==> src/rtl/credit_tx.sv <==
// rtl/credit_tx.sv - credit-based link transmitter with registered valid/data toward a remote buffer
// Optional feature macro: CREDIT_TX_STALL_CNT_EN (adds 16-bit saturating stall_cnt output)
module credit_tx #(
  parameter int DATA_WIDTH = 8,
  parameter int CREDITS    = 8,
  parameter int CNT_WIDTH  = $clog2(CREDITS + 1)
) (
  input  logic                  clk,
  input  logic                  rst,
  input  logic                  upstream_vld,
  output logic                  upstream_rdy,
  input  logic [DATA_WIDTH-1:0] upstream_data,
  output logic                  tx_vld,
  output logic [DATA_WIDTH-1:0] tx_data,
  input  logic                  credit_rtn,
  output logic [CNT_WIDTH-1:0]  credit_cnt,
  output logic                  tx_idle,
  output logic                  credit_ovf
`ifdef CREDIT_TX_STALL_CNT_EN
  ,
  output logic [15:0]           stall_cnt
`endif
);

  typedef enum logic {ST_INIT, ST_RUN} state_e;

  localparam logic [CNT_WIDTH-1:0] FULL = CNT_WIDTH'(CREDITS);

  state_e                state_q, state_d;
  logic [CNT_WIDTH-1:0]  cnt_q, cnt_d;
  logic                  rdy_q, rdy_d;
  logic                  vld_q, vld_d;
  logic [DATA_WIDTH-1:0] data_q, data_d;
  logic                  idle_q, idle_d;
  logic                  ovf_q, ovf_d;
  logic                  push;
`ifdef CREDIT_TX_STALL_CNT_EN
  logic [15:0]           stall_q, stall_d;
`endif

  // Next-state: INIT loads the full credit budget, RUN sends beats and tracks credits.
  // ready and idle are computed from next-state values so they leave as plain flops.
  always_comb begin
    push    = upstream_vld && rdy_q;
    state_d = state_q;
    cnt_d   = cnt_q;
    vld_d   = 1'b0;
    data_d  = data_q;
    ovf_d   = ovf_q;
`ifdef CREDIT_TX_STALL_CNT_EN
    stall_d = stall_q;
`endif
    if (state_q == ST_INIT) begin
      // credit_rtn is ignored here: the load value wins
      state_d = ST_RUN;
      cnt_d   = FULL;
    end else begin
      vld_d = push;
      if (push) begin
        data_d = upstream_data;
      end
      if (push && !credit_rtn) begin
        cnt_d = cnt_q - CNT_WIDTH'(1);
      end else if (!push && credit_rtn) begin
        // a return while already full is a protocol error; hold the count
        if (cnt_q == FULL) begin
          ovf_d = 1'b1;
        end else begin
          cnt_d = cnt_q + CNT_WIDTH'(1);
        end
      end
`ifdef CREDIT_TX_STALL_CNT_EN
      if (upstream_vld && (cnt_q == '0) && (stall_q != 16'hFFFF)) begin
        stall_d = stall_q + 16'd1;
      end
`endif
    end
    rdy_d  = (state_d == ST_RUN) && (cnt_d != '0);
    idle_d = (state_d == ST_RUN) && (cnt_d == FULL) && !vld_d;
  end

  // State and output registers with synchronous active-high reset.
  always_ff @(posedge clk) begin
    if (rst) begin
      state_q <= ST_INIT;
      cnt_q   <= '0;
      rdy_q   <= 1'b0;
      vld_q   <= 1'b0;
      data_q  <= '0;
      idle_q  <= 1'b0;
      ovf_q   <= 1'b0;
`ifdef CREDIT_TX_STALL_CNT_EN
      stall_q <= '0;
`endif
    end else begin
      state_q <= state_d;
      cnt_q   <= cnt_d;
      rdy_q   <= rdy_d;
      vld_q   <= vld_d;
      data_q  <= data_d;
      idle_q  <= idle_d;
      ovf_q   <= ovf_d;
`ifdef CREDIT_TX_STALL_CNT_EN
      stall_q <= stall_d;
`endif
    end
  end

  assign upstream_rdy = rdy_q;
  assign tx_vld       = vld_q;
  assign tx_data      = data_q;
  assign credit_cnt   = cnt_q;
  assign tx_idle      = idle_q;
  assign credit_ovf   = ovf_q;
`ifdef CREDIT_TX_STALL_CNT_EN
  assign stall_cnt    = stall_q;
`endif

endmodule

==> config.mk <==
export PLATFORM = sky130hd
export DESIGN_NAME = credit_tx
export DESIGN_NICKNAME = d
export VERILOG_FILES = /design/src/rtl/credit_tx.sv
export SDC_FILE = /design/constraint.sdc
export NUM_CORES = 1
export LEC_CHECK = 0
export BUFFER_PORTS_ARGS = -buffer_cell sky130_fd_sc_hd__clkbuf_2
export CAP_MARGIN = 10
export CORE_MARGIN = 1.5
export CORE_UTILIZATION = 40
export CTS_CLUSTER_SIZE = 10
export DETAILED_ROUTE_END_ITERATION = 8
export HOLD_SLACK_MARGIN = 0.12
export PLACE_DENSITY_LB_ADDON = 0.2
export SYNTH_ARGS = -nofsm -noshare
export SYNTH_HDL_FRONTEND = slang
export SYNTH_SLANG_ARGS = --single-unit
==> constraint.sdc <==
create_clock -name clk -period 3.89 [get_ports clk]
set_input_delay 0.9725 -clock clk [delete_from_list [all_inputs] [get_ports clk]]
set_output_delay 0.9725 -clock clk [all_outputs]
set_load 0.02 [all_outputs]
Word-level counts from Yosys, hierarchy flattened:

Cells that the tools add are included.

* flip-flop bits (word level): 17
* output and inout port bits: 16
* logic and storage cells: 28

* multiplexer cells: 6
* equal/unequal tests: 2
* bitwise gates (word level): 1
* $add $sub $neg: 2
* reduce and logical (&&, ||, !) cells: 10

Operators with widths (number)
* two-way mux 4 bit: 4
* equality test 4 bit (second input constant): 2
* adder 4 x 1 -> 4 bit (second input constant): 1
* logical AND 1 bit: 4
* AND reduction 4 bit: 1
* nonzero test 4 bit: 1
* subtractor 4 x 1 -> 4 bit (second input constant): 1
* logical NOT 1 bit: 3
* two-way mux 1 bit: 2
* AND reduction 2 bit: 1
* NOT 1 bit: 1

Longest topological paths before layout:

* depth in word-level cells: 8
* gate-level depth with buffers: 6
* mapped depth without buffers: 6

Least setup slack after synthesis:

OpenSTA, ideal clock, no wires.

* kind: input to register
* from: in upstream_vld
* to: reg idle_q (netlist: tx_idle)
* path slack: 1.932 ns
* cell stages on the path: 5
* library setup time: 0.116 ns
* data arrival time: 1.842 ns
* cells stage by stage: buf_6 a21bo_4 nor4_2 o32a_2 a41o_1

* word-level cells in the longest chain between the ends: 8
* elaborated cells on any way between the ends: 11
* classes of those cells: 1 x eq/ne; 4 x mux; 6 x reduce/logical

Ends and longest elaborated chain
* start, declared: line 10 `input logic upstream_vld,`
* logical AND 1 bit (*): line 44 `push = upstream_vld && rdy_q;`
* logical NOT 1 bit: line 64 `end else if (!push && credit_rtn) begin`
* logical AND 1 bit: line 64
* two-way mux 4 bit: line 64
* two-way mux 4 bit: line 62 `if (push && !credit_rtn) begin`
* two-way mux 4 bit: line 53 `if (state_q == ST_INIT) begin`
* equality test 4 bit: line 79 `idle_d = (state_d == ST_RUN) && (cnt_d == FULL) && !vld_d;`
* logical AND 1 bit (*): line 79
* end signal, assigned: line 101 `idle_q <= idle_d;`
* end, declared: line 34 `logic idle_q, idle_d;`

Mark *: on every way between the ends. The rest lies on a longest branch, timed or not.
A chain may end at the register's enable or synchronous reset.

Worst setup path in the final report:

* from: reg rdy_q (netlist: upstream_rdy)
* to: out upstream_rdy

RTL lines
* start, declared: line 31 `logic rdy_q, rdy_d;`
* start signal, assigned: line 98 `rdy_q <= rdy_d;`
* end, declared: line 11 `output logic upstream_rdy,`

No word-level cell between the ends.

==> results.toml <==
[outcome]
status = "complete, no violations"

[logic_synthesis]
ys_ff_latch = 17
syn_inst = 83
ys_seq_area_share_pct = 40.2
yosys.area.top_type_share_pct = 40.2
syn_nets = 97
avgSynthCellArea_um2 = 10.2
yosys.area.top_type = "dfxtp_1"
ys_types = 35
syn-cell-area_um2 = 846
synthTopCellsByArea = "dfxtp_1 (40%), mux2i_1 (9.5%), nor2_1 (6.2%)"
ys_warn_count = 0

[sta]
whs_ps = 498
drv_slew = 0
setup_viol = 0
hold_viol = 0
finalClockSkew_ps = 4.84
max_slew.worst_pin.slew_ps = 399
grt_setup_unrepaired = "false"
worst_slack_ps = 1820
slew_headroom_pct = 73.4
finalCriticalPeriod_ps = 2070
fmax_mhz = 482
period_share_pct = 53.3
finalSetupTns_ps = 0

[route]
vias_per_cell = 5.07
routed_wl_mm = 1.60
detail-route-antenna-nets = 0
dr.pass1.iters = 4
wl_per_cell_um = 11.6
first_iter_violations = 3
vias = 700
drc = 0

[global_routing]
grt_pass1_vias = 634
met2_usage_pct = 24.4
grt.total_usage_pct = 14.7
use_met1_pct = 19.3
gr-total-overflow = 0
antenna_found_initial = 0
grt-busiest-layer = "met2"
use_met3_pct = 2.15
grt_pass1_wl_mm = 2.77
grt_max_degree = 15

[cells_and_area]
area_growth_pct = 18.9
final.fill_count = 192
drive_gt1_share_pct = 37.8
nets = 126
antennaDiodeCount = 0
postLayoutCellArea_um2 = 1010

[power]
finalPower_w = 0.000362
ir_drop_v = 0.000221
powerDensity_nw_per_um2 = 360
leakage_nw = 0.497

[critical_path]
cp_max_fo = 10
reg2reg_depth = 6
max_stage_delay_ps = 570
worst-path-stages = 1
critPathKind = "reg -> out"
cp-start-kind = "register"
cp_top_family = "flip-flops"
crit_slowest_cell = "dfxtp_1"
cp.arrival_ps = 1100
cp-end-kind = "output port"
timing.critical_path.buf_inv = 1
required_ps = 2920
worstPathCellList = "clkbuf_2"

[clock_tree]
ctsHoldBuffers = 0
clk_path_buf_depth = 2
clk_pin_slew_worst_paths_ps = 100
tritoncts = "built"
clkSinkCount = 17
cts-root-buf = "clkbuf_4"
cts_made_buffers = 3
cts_resized = 0
clock_latency_ps = 280
htreeDepth = 1
cts_setup_buffers = 0

[place]
numPortBuffers = 27
place_area_um2 = 978
hpwl_mm = 1.23
pre_cts_ws_ps = 1770
gp_congestion = 0.899

[die]
rows = 16
io_pins = 28
die_h_um = 49.0
start_util_pct = 42.7
die_w_um = 49.0
dieArea_um2 = 2400
core_um2 = 1980

[hold_path]
hold_class = "reg -> reg"
worstHoldPathCells = 2

[run]
drv_cap = 0
## stage by stage
step	cells	utilization (%)
after detailed placement	134	49.4
after global placement	134	49.4
final	138	50.8
after floorplan	83	-
after global routing	138	50.8
after CTS	138	50.8
## cells by family (layout without fill, tap and decap cells)
kind of cell / count (synthesis) / count (layout) / share of synthesized area, %
buf+inv: 7 / 35 / 6.06
compound gates: 17 / 17 / 17.9
simple gates: 28 / 28 / 18.6
fa+ha+maj: 2 / 2 / 2.96
xor+xnor: 3 / 3 / 3.11
mux: 9 / 9 / 11.1
flops: 17 / 17 / 40.2
## final timing paths
check                      startpoint                 endpoint  slack [ps]
min reg2reg   credit_ovf$_SDFFE_PP0P_  credit_ovf$_SDFFE_PP0P_         500
min           credit_ovf$_SDFFE_PP0P_  credit_ovf$_SDFFE_PP0P_         500
max           upstream_rdy$_SDFF_PP0_             upstream_rdy        1820
max reg2reg  credit_cnt[1]$_SDFF_PP0_  upstream_rdy$_SDFF_PP0_        2150
## sequential cells by signal, summed over array words and instances, names as in the netlist
name          flops
tx_data           8
credit_cnt        4
credit_ovf        1
state_q           1
tx_idle           1
tx_vld            1
upstream_rdy      1
## Yosys cell counts
cell      number
a211o_1        1
a211oi_1       1
a21bo_4        1
a21boi_1       1
a21oi_1        3
a311oi_1       1
a31o_1         1
a31oi_1        1
a41o_1         1
a41oi_2        1
and3b_2        1
and4b_1        1
buf_6          2
clkbuf_8       1
dfxtp_1       17
ha_1           2
inv_1          4
mux2i_1        8
mux2i_2        1
nand2_1        3
nand2_2        1
nand3_1        2
nand3_2        1
nand3b_2       1
nor2_1        14
nor3_1         1
nor4_2         1
o21ai_0        1
o21ai_1        2
o22ai_4        1
o32a_2         1
or2b_1         1
or3_4          1
xnor2_1        2
xor2_1         1
## area by class of cell
type | instances | area (um^2) | area share [%]
Sequential cell | 17 | 340 | 33.8
Multi-Input combinational cell | 59 | 454 | 45.1
Inverter | 4 | 15.0 | 1.49
Tap cell | 27 | 33.8 | 3.36
Timing Repair Buffer | 27 | 135 | 13.4
Clock inverter | 1 | 5.00 | 0.498
Clock buffer | 3 | 22.5 | 2.24
## tightest hold or removal path: stages (launching register included)
cell	delay [ps]
dfxtp_1	350
a31oi_1	50
nor2_1	70
## power breakdown
part	switching (W)	internal, W
clock network	0.0000550	0.0000381
registers	0.0000111	0.000183
logic	0.0000417	0.0000336
## layout by cell type, fill, tap and decap left out, drive strengths merged, types with 2 or more instances in the layout
master / n
ha: 2
nand2: 4
inv: 4
o21ai: 3
mux2i: 9
nand3: 3
xnor2: 2
clkbuf: 30
a21oi: 3
dfxtp: 17
nor2: 14
## layer usage
layer | up-vias | routed length [um]
met5 | - | 0
met3 | 2 | 74
met2 | 17 | 772
met4 | 0 | 8
met1 | 329 | 742
li1 | 352 | -
No activity file was read; power rests on OpenSTA's default activity.
